===== config.mk =====
export PLATFORM = sky130hd
export DESIGN_NAME = synthesizer_channel_mixer
export DESIGN_NICKNAME = d
export VERILOG_FILES = /design/src/rtl/synthesizer_channel_mixer.sv
export SDC_FILE = /design/constraint.sdc
export NUM_CORES = 2
export LEC_CHECK = 0
export ABC_AREA = 1
export BUFFER_PORTS_ARGS = -buffer_cell sky130_fd_sc_hd__buf_2
export CORE_MARGIN = 4
export CORE_UTILIZATION = 65
export CTS_CLUSTER_SIZE = 12
export DETAILED_ROUTE_END_ITERATION = 16
export GPL_TIMING_DRIVEN = 0
export PLACE_DENSITY = 0.79
export SETUP_SLACK_MARGIN = 0.02
export SLEW_MARGIN = 10
export SYNTH_ARGS = -nofsm -noshare
export SYNTH_HDL_FRONTEND = slang
export SYNTH_SLANG_ARGS = --single-unit

===== constraint.sdc =====
create_clock -name Clk -period 25.6 [get_ports Clk]
set_input_delay 2.56 -clock Clk [delete_from_list [all_inputs] [get_ports Clk]]
set_output_delay 2.56 -clock Clk [all_outputs]
set_load 0.02 [all_outputs]

===== src/rtl/synthesizer_channel_mixer.sv =====
// synthesizer_channel_mixer
// Per-channel enable/gain stage between the channelizer and the synthesizer.
// Each accepted I/Q sample is scaled by its channel's unsigned gain (GAIN_FRAC
// fractional bits), rounded half-up, and saturated to DATA_WIDTH. Disabled or
// out-of-range channels produce zero data. The gain table is double-buffered:
// config writes land in a shadow table, and a commit arms a shadow->active
// swap that happens only when the last sample of a frame is accepted.
// Fixed 3-cycle latency (lookup, multiply, round/saturate) and no backpressure.
//
// Ports
//   Clk, Rst              clock, async active-high reset
//   Input_*               sample stream in: valid, index, last, data[0]=I, data[1]=Q
//   Config_*              shadow-table write (valid/index/enable/gain) and commit
//   Output_*              sample stream out; sidebands hold between samples, data is 0
//   Status_swap_pending   commit armed, swap not yet performed
//   Error_saturation      pulse with the output sample whose I or Q clipped
//   Error_index_sequence  pulse with the output sample whose index was unexpected
module synthesizer_channel_mixer #(
    parameter int NUM_CHANNELS        = 16,
    parameter int CHANNEL_INDEX_WIDTH = $clog2(NUM_CHANNELS),
    parameter int DATA_WIDTH          = 24,
    parameter int GAIN_WIDTH          = 16,
    parameter int GAIN_FRAC           = 14
) (
    input  logic                                 Clk,
    input  logic                                 Rst,
    input  logic                                 Input_valid,
    input  logic [CHANNEL_INDEX_WIDTH-1:0]       Input_index,
    input  logic                                 Input_last,
    input  logic [1:0][DATA_WIDTH-1:0]           Input_data,
    input  logic                                 Config_valid,
    input  logic [CHANNEL_INDEX_WIDTH-1:0]       Config_index,
    input  logic                                 Config_enable,
    input  logic [GAIN_WIDTH-1:0]                Config_gain,
    input  logic                                 Config_commit,
    output logic                                 Output_valid,
    output logic [CHANNEL_INDEX_WIDTH-1:0]       Output_index,
    output logic                                 Output_last,
    output logic [1:0][DATA_WIDTH-1:0]           Output_data,
    output logic                                 Status_swap_pending,
    output logic                                 Error_saturation,
    output logic                                 Error_index_sequence
);
    localparam int CIW = CHANNEL_INDEX_WIDTH;
    localparam int PW  = DATA_WIDTH + GAIN_WIDTH + 1;
    localparam logic [GAIN_WIDTH-1:0] UNITY     = GAIN_WIDTH'(2**GAIN_FRAC);
    localparam logic signed [PW-1:0]  ROUND_ADD = PW'(2**(GAIN_FRAC-1));
    localparam logic signed [PW-1:0]  SAT_MAX   = PW'(2**(DATA_WIDTH-1) - 1);
    localparam logic signed [PW-1:0]  SAT_MIN   = -PW'(2**(DATA_WIDTH-1));

    logic                  r_act_en   [NUM_CHANNELS];
    logic [GAIN_WIDTH-1:0] r_act_gain [NUM_CHANNELS];
    logic                  r_sh_en    [NUM_CHANNELS];
    logic [GAIN_WIDTH-1:0] r_sh_gain  [NUM_CHANNELS];
    logic                  w_sh_en_nxt   [NUM_CHANNELS];
    logic [GAIN_WIDTH-1:0] w_sh_gain_nxt [NUM_CHANNELS];
    logic                  r_pending;
    logic [CIW-1:0]        r_exp_idx;

    logic w_cfg_in_range, w_in_range, w_idx_err, w_swap;

    // Stage registers
    logic                   r1_valid, r1_last, r1_err;
    logic [CIW-1:0]         r1_index;
    logic [1:0][DATA_WIDTH-1:0] r1_data;
    logic [GAIN_WIDTH-1:0]  r1_gain;
    logic                   r2_valid, r2_last, r2_err;
    logic [CIW-1:0]         r2_index;
    logic signed [PW-1:0]   r2_prod [2];

    logic signed [PW-1:0]       w_round [2];
    logic [1:0][DATA_WIDTH-1:0] w_res;
    logic                       w_clip;

    assign w_cfg_in_range = {1'b0, Config_index} < (CIW+1)'(NUM_CHANNELS);
    assign w_in_range     = {1'b0, Input_index}  < (CIW+1)'(NUM_CHANNELS);
    assign w_idx_err      = Input_valid && (!w_in_range || (Input_index != r_exp_idx));
    assign w_swap         = Input_valid && Input_last && r_pending;
    assign Status_swap_pending = r_pending;

    // Shadow contents after this cycle's write; the swap copies this so a
    // write landing on the frame's last sample is still part of the swap.
    always_comb begin
        w_sh_en_nxt   = r_sh_en;
        w_sh_gain_nxt = r_sh_gain;
        if (Config_valid && w_cfg_in_range) begin
            w_sh_en_nxt[Config_index]   = Config_enable;
            w_sh_gain_nxt[Config_index] = Config_gain;
        end
    end

    always_ff @(posedge Clk or posedge Rst) begin
        if (Rst) begin
            r_act_en   <= '{default: 1'b1};
            r_act_gain <= '{default: UNITY};
            r_sh_en    <= '{default: 1'b1};
            r_sh_gain  <= '{default: UNITY};
            r_pending  <= 1'b0;
            r_exp_idx  <= '0;
        end else begin
            r_sh_en   <= w_sh_en_nxt;
            r_sh_gain <= w_sh_gain_nxt;
            if (w_swap) begin
                r_act_en   <= w_sh_en_nxt;
                r_act_gain <= w_sh_gain_nxt;
                r_pending  <= Config_commit;
            end else if (Config_commit) begin
                r_pending <= 1'b1;
            end
            if (Input_valid) begin
                // Resync to the received index so one glitch flags only once.
                r_exp_idx <= Input_last ? '0 : Input_index + CIW'(1);
            end
        end
    end

    // S1: lookup. A disabled or out-of-range channel gets gain 0, which
    // rounds to exactly 0 and can never clip.
    always_ff @(posedge Clk or posedge Rst) begin
        if (Rst) begin
            r1_valid <= 1'b0;
            r1_last  <= 1'b0;
            r1_err   <= 1'b0;
            r1_index <= '0;
            r1_data  <= '0;
            r1_gain  <= '0;
        end else begin
            r1_valid <= Input_valid;
            r1_err   <= w_idx_err;
            r1_data  <= Input_data;
            r1_gain  <= (w_in_range && r_act_en[Input_index]) ? r_act_gain[Input_index] : '0;
            if (Input_valid) begin
                r1_index <= Input_index;
                r1_last  <= Input_last;
            end
        end
    end

    // S2: signed data times zero-extended gain.
    always_ff @(posedge Clk or posedge Rst) begin
        if (Rst) begin
            r2_valid   <= 1'b0;
            r2_last    <= 1'b0;
            r2_err     <= 1'b0;
            r2_index   <= '0;
            r2_prod[0] <= '0;
            r2_prod[1] <= '0;
        end else begin
            r2_valid   <= r1_valid;
            r2_last    <= r1_last;
            r2_err     <= r1_err;
            r2_index   <= r1_index;
            r2_prod[0] <= PW'($signed(r1_data[0])) * PW'($signed({1'b0, r1_gain}));
            r2_prod[1] <= PW'($signed(r1_data[1])) * PW'($signed({1'b0, r1_gain}));
        end
    end

    // S3: round half up, then clip to the signed output range.
    always_comb begin
        w_clip = 1'b0;
        w_res  = '0;
        for (int k = 0; k < 2; k++) begin
            w_round[k] = (r2_prod[k] + ROUND_ADD) >>> GAIN_FRAC;
            if (w_round[k] > SAT_MAX) begin
                w_res[k] = SAT_MAX[DATA_WIDTH-1:0];
                w_clip   = 1'b1;
            end else if (w_round[k] < SAT_MIN) begin
                w_res[k] = SAT_MIN[DATA_WIDTH-1:0];
                w_clip   = 1'b1;
            end else begin
                w_res[k] = w_round[k][DATA_WIDTH-1:0];
            end
        end
    end

    always_ff @(posedge Clk or posedge Rst) begin
        if (Rst) begin
            Output_valid         <= 1'b0;
            Output_index         <= '0;
            Output_last          <= 1'b0;
            Output_data          <= '0;
            Error_saturation     <= 1'b0;
            Error_index_sequence <= 1'b0;
        end else begin
            Output_valid         <= r2_valid;
            Output_data          <= r2_valid ? w_res : '0;
            Error_saturation     <= r2_valid && w_clip;
            Error_index_sequence <= r2_valid && r2_err;
            if (r2_valid) begin
                Output_index <= r2_index;
                Output_last  <= r2_last;
            end
        end
    end
endmodule


* Word-level counts from Yosys, hierarchy flattened
Index checks and enable logic that the tools add are counted.
** Word-level totals
- Register bits after elaboration :: 765
- Logic and storage cells :: 135
- Bits of input ports :: 79
- Output and inout port bits :: 57
** Cells by class
- Add/sub/neg operators :: 3
- Magnitude comparators :: 7
- Bitwise logic cells :: 2
- Reductions and logical operators :: 7
- Mux-type cells :: 27
- Equal/unequal tests :: 1
- $mul :: 2
** Operators with widths (count)
- $bwmux 256 :: 1
- $mux 256 :: 1
- $mux 24 :: 4
- $add 41x15->41 const B :: 2
- $mul 24x17->41 :: 2
- $mux 16 :: 5
- $bmux 16 s4 :: 1
- $demux 16 s4 :: 1
- $gt 27x24->1 const B :: 2
- $lt 27x24->1 const B :: 2
- $mux 48 :: 1
- $bwmux 16 :: 1
- $ge 5x5->1 const B :: 2
- $not 4->5 :: 2
- $mux 1 :: 9
- $logic_and 1x1->1 :: 6
- $lt 5x1->1 const B :: 1
- $add 4x1->4 const B :: 1
- $bmux 1 s4 :: 1
- $demux 1 s4 :: 1
- $mux 4 :: 1
- $ne 4x4->1 :: 1
- $reduce_bool 2->1 :: 1

* Longest topological paths before layout
- Word-level depth :: 7
- Gate-level depth with buffers :: 27
- Depth with buffers taken out :: 25

* Least setup slack after synthesis
No wires, ideal clock.
- Path kind :: register to register
- From :: register r1_gain[3]
- To :: register r2_prod[38] (netlist bit)
- Library setup time :: 117 ps
- Stages on the path, launching flop included :: 21
- Path buffers :: 2
- Arrival :: 5614 ps
- Slack :: 19869 ps
- Period minus slack after synthesis :: 5731 ps
- Path through :: dfrtp_1 -> clkbuf_1 -> buf_1 -> nand2_1 -> fa_1 -> fa_1 -> inv_1 -> fa_1 -> fa_1 -> fa_1 -> inv_1 -> fa_1 -> inv_1 -> ha_1 -> nand2_1 -> nor2_1 -> inv_1 -> nor4_1 -> nand3_1 -> nand4_1 -> nand2_1
** On the way
- Word-level cells in the longest chain between the ends :: 1
** RTL lines
- start: declaration :: line 66 : logic [GAIN_WIDTH-1:0] r1_gain;
- start signal: assignment :: line 131 : r1_gain <= (w_in_range && r_act_en[Input_index]) ? r_act_gain[Input_index] : '0;
- $mul 24x17->41 :: line 154 : r2_prod[1] <= PW'($signed(r1_data[1])) * PW'($signed({1'b0, r1_gain}));
- end: declaration :: line 69 : logic signed [PW-1:0] r2_prod [2];
No other way between the ends.
A chain may end at the register's enable or synchronous reset.

* Worst setup path after layout
- From :: register r1_gain[3]
- To :: register r2_prod[39] (netlist bit)
Same word-level chain as after synthesis.

==> results_dict.tcl <==
set metrics [dict create \
    io_pins 136 \
    cts_hold_buf 0 \
    post-cts-setup-buffers 0 \
    ys_top_cells_by_count "1651 x nand2_1, 1473 x inv_1, 750 x fa_1, 675 x dfrtp_1, 566 x o21ai_0" \
    endpoint "r2_prod[39]" \
    first_pass_iters 6 \
    status "completed" \
    grt_overflow_total 0 \
    ys_types 48 \
    rows 109 \
    drtAntennaViolNets 0 \
    synth-edff-count 0 \
    critPathKind "reg2reg" \
    clk_path_buf_depth 3 \
    synth.most_common_cell "nand2_1" \
    startpoint "r1_gain[3]" \
    vias 47250 \
    yosysTopAreaCell "dfrtp_1" \
    clk_latency_ns 0.69 \
    synth_flop_cell "dfrtp_1" \
    cts_tree "done" \
    syn2layout_area_growth_pct 8.329 \
    drc 0 \
    ir_worst_vdd_mv 0.1169 \
    design_area_um2 63480 \
    grt_first_pass_wirelength_um 287800 \
    slew_headroom_pct 4.698 \
    maxSlewViolCount 0 \
    worst_ep_arrival_time_ns 8.20 \
    cts.sinks 739 \
    p_per_area_nw_per_um2 116.0 \
    syn-num-nets 7762 \
    grt_usage_pct 40.95 \
    yosysWarningCount 0 \
    grt_pass1_vias 47930 \
    die_w_um 308.3 \
    setup_violations 0 \
    switching_power_w 0.003619 \
    p_leak_nw 33.71 \
    gp_congestion 1.052 \
    clock_power_share_pct 15.6 \
    fin_setup_tns_ns 0 \
    start_kind "flop" \
    path_clk_slew_ns 0.06 \
    root_buffer "clkbuf_16" \
    drive_gt1_share_pct 8.356 \
    final_nets 7982 \
    numCtsBuffers 79 \
    vias_per_cell 5.774 \
    switching_share_pct 49.14 \
    dp_cells 8036 \
    crit_fanout 10 \
    tightest_slew_ns 1.430 \
    final.period_utilization_pct 29.99 \
    async_flop_share_pct 100.0 \
    antenna_found_initial 5 \
    grt_max_degree 123 \
    wl_per_cell_um 23.18 \
    yosysSeqAreaShare_pct 31.69 \
    rsz0062_at_grt "no" \
    fmax_mhz 130.3 \
    port_buffers 133 \
    hp-class "reg2reg" \
    start_util_pct 65.90 \
    r2r_start "r1_gain[3]" \
    dp_hpwl_um 147700 \
    post-route-util_pct 71.39 \
    rr_worst_depth 20 \
    synth_area_per_cell_um2 8.705 \
    htreeDepth 3 \
    nFillCells 7045 \
    core_area_um2 88920 \
    dpl-instance-area_um2 60900 \
    clock-skew-final_ns 0.05966 \
    ys_ff_latch 739 \
    drtIter0Drc 5303 \
    postSynthCellCount 6732 \
    hold_violations 0 \
    timing.rr.end "r2_prod[39]" \
    final_cells 8183 \
    synthTopCellsByArea "dfrtp_1 29%, fa_1 26%, nand2_1 11%, inv_1 9.4%, o21ai_0 4.8%" \
    combPwrFrac_pct 61.3 \
    max-cap-violations 0 \
    timing.hold.ws_ns 0.3667 \
    syn_area_um2 58600 \
    period_minus_slack_ns 7.677 \
    netlist.area_leader.share_pct 28.83 \
    r2r_setup_slack_ns 17.92 \
    cts_resized 0 \
    wl_um 189700 \
    die-area_um2 95020 \
    power_frac_seq_pct 23.1 \
    end_kind "flop" \
    internal_power_w 0.003745 \
    required_ns 26.12 \
    die_h_um 308.3 \
]
-- per-layer routing --
| layer | up-vias | share of wire [%] | wire, um | track usage, % |
|---|---|---|---|---|
| li1 | 20580 | - | - | - |
| met1 | 23310 | 36 | 68880 | 52.42 |
| met2 | 2649 | 45 | 84440 | 62.58 |
| met3 | 705 | 11 | 20710 | 10.03 |
| met4 | 2 | 8.2 | 15610 | 27.44 |
| met5 | - | 0.0074 | 14 | 0 |
-- sequential cells by signal, indices dropped and copies added, names as in the netlist, 16 cells and up --
register / flops
r2_prod: 56
r_act_en: 16
r_sh_gain: 256
r_act_gain: 256
Output_data: 48
r_sh_en: 16
r1_data: 48
r1_gain: 16
-- cells in the final DEF, fill, tap and decap left out, drive strengths merged, types with 4 or more instances in the layout --
master and instances:
nand4 21, fa 750, ha 201, a31oi 9
nor2 235, nand2 1661, o211ai 11, inv 1482
o21a 4, a21oi 186, a21o 13, xor2 47
and3 4, a21boi 4, buf 219, clkbuf 387
nand3 121, o21bai 9, xnor2 46, dfrtp 675
clkinv 10, o2111ai 18, dfstp 64, diode 5
mux2 147, o21ai 627, nor3 34, nand3b 5
nor4 6
-- kinds of logic (layout without fill, tap and decap cells) --
kind of cell / count (synthesis) / after routing / share of synthesized area (%)
simple gates: 2089 / 2089 / 14.11
other cells: 0 / 5 / 0
fa+ha+maj: 951 / 951 / 29.91
xor+xnor: 93 / 93 / 1.390
compound gates: 892 / 892 / 8.238
flops: 739 / 739 / 31.69
mux: 147 / 147 / 2.825
buf+inv: 1821 / 2102 / 11.83
-- power groups by stage --
stage	Clock [W]	Sequential, W	Combinational, W
4_1_cts	0.00115	0.00169	0.00447
6_report	0.00115	0.00170	0.00452
5_1_grt	0.00120	0.00172	0.00510
3_3_place_gp	0	0.00171	0.00436
3_5_place_dp	0	0.00171	0.00444
2_1_floorplan	0	0.00169	0.00316
-- critical path, cell delays in order (launching register included) --
cell	delay (ns)
dfrtp_1	0.45
clkbuf_1	1.01
buf_1	0.55
nand2_1	0.23
fa_1	0.69
fa_1	0.66
inv_1	0.20
fa_1	0.55
inv_1	0.11
fa_1	0.57
fa_1	0.43
fa_1	0.49
inv_1	0.04
ha_1	0.34
inv_1	0.11
nor3_1	0.25
nand2_1	0.13
nor3_1	0.23
nand4_1	0.23
nand4_1	0.18
nand2_1	0.06
-- stage by stage --
step / total power, W / setup WS, ns
after detailed placement: 0.006150 / 18.26
after global placement: 0.006064 / -4.713
after global routing: 0.008031 / 17.69
after CTS: 0.007314 / 18.17
after floorplan: 0.004849 / 2.410
final: 0.007365 / 17.92
-- worst min path at each step --
stage	from	end	slack [ns]	cells after the start
2_1_floorplan	r1_err	r2_err	0.33	0
3_3_place_gp	r1_valid	r2_valid	0.33	0
3_5_place_dp	r1_err	r2_err	0.34	0
4_1_cts	r1_err	r2_err	0.36	0
5_1_grt	r1_err	r2_err	0.37	0
6_report	r1_err	r2_err	0.37	0
-- cell type report --
cell class | count | area, um^2 | share of cell area, %
sequential | 739 | 18570 | 29.26
inverter | 1480 | 5563 | 8.763
multi-input combinational | 4172 | 33090 | 52.13
timing repair buffer | 139 | 830.8 | 1.309
tap | 1165 | 1458 | 2.296
clock inverter | 16 | 280.3 | 0.4415
clock buffer | 126 | 2285 | 3.599
antenna | 5 | 12.51 | 0.01971
buffer | 341 | 1386 | 2.184
Power figures use the tool's default switching activity.
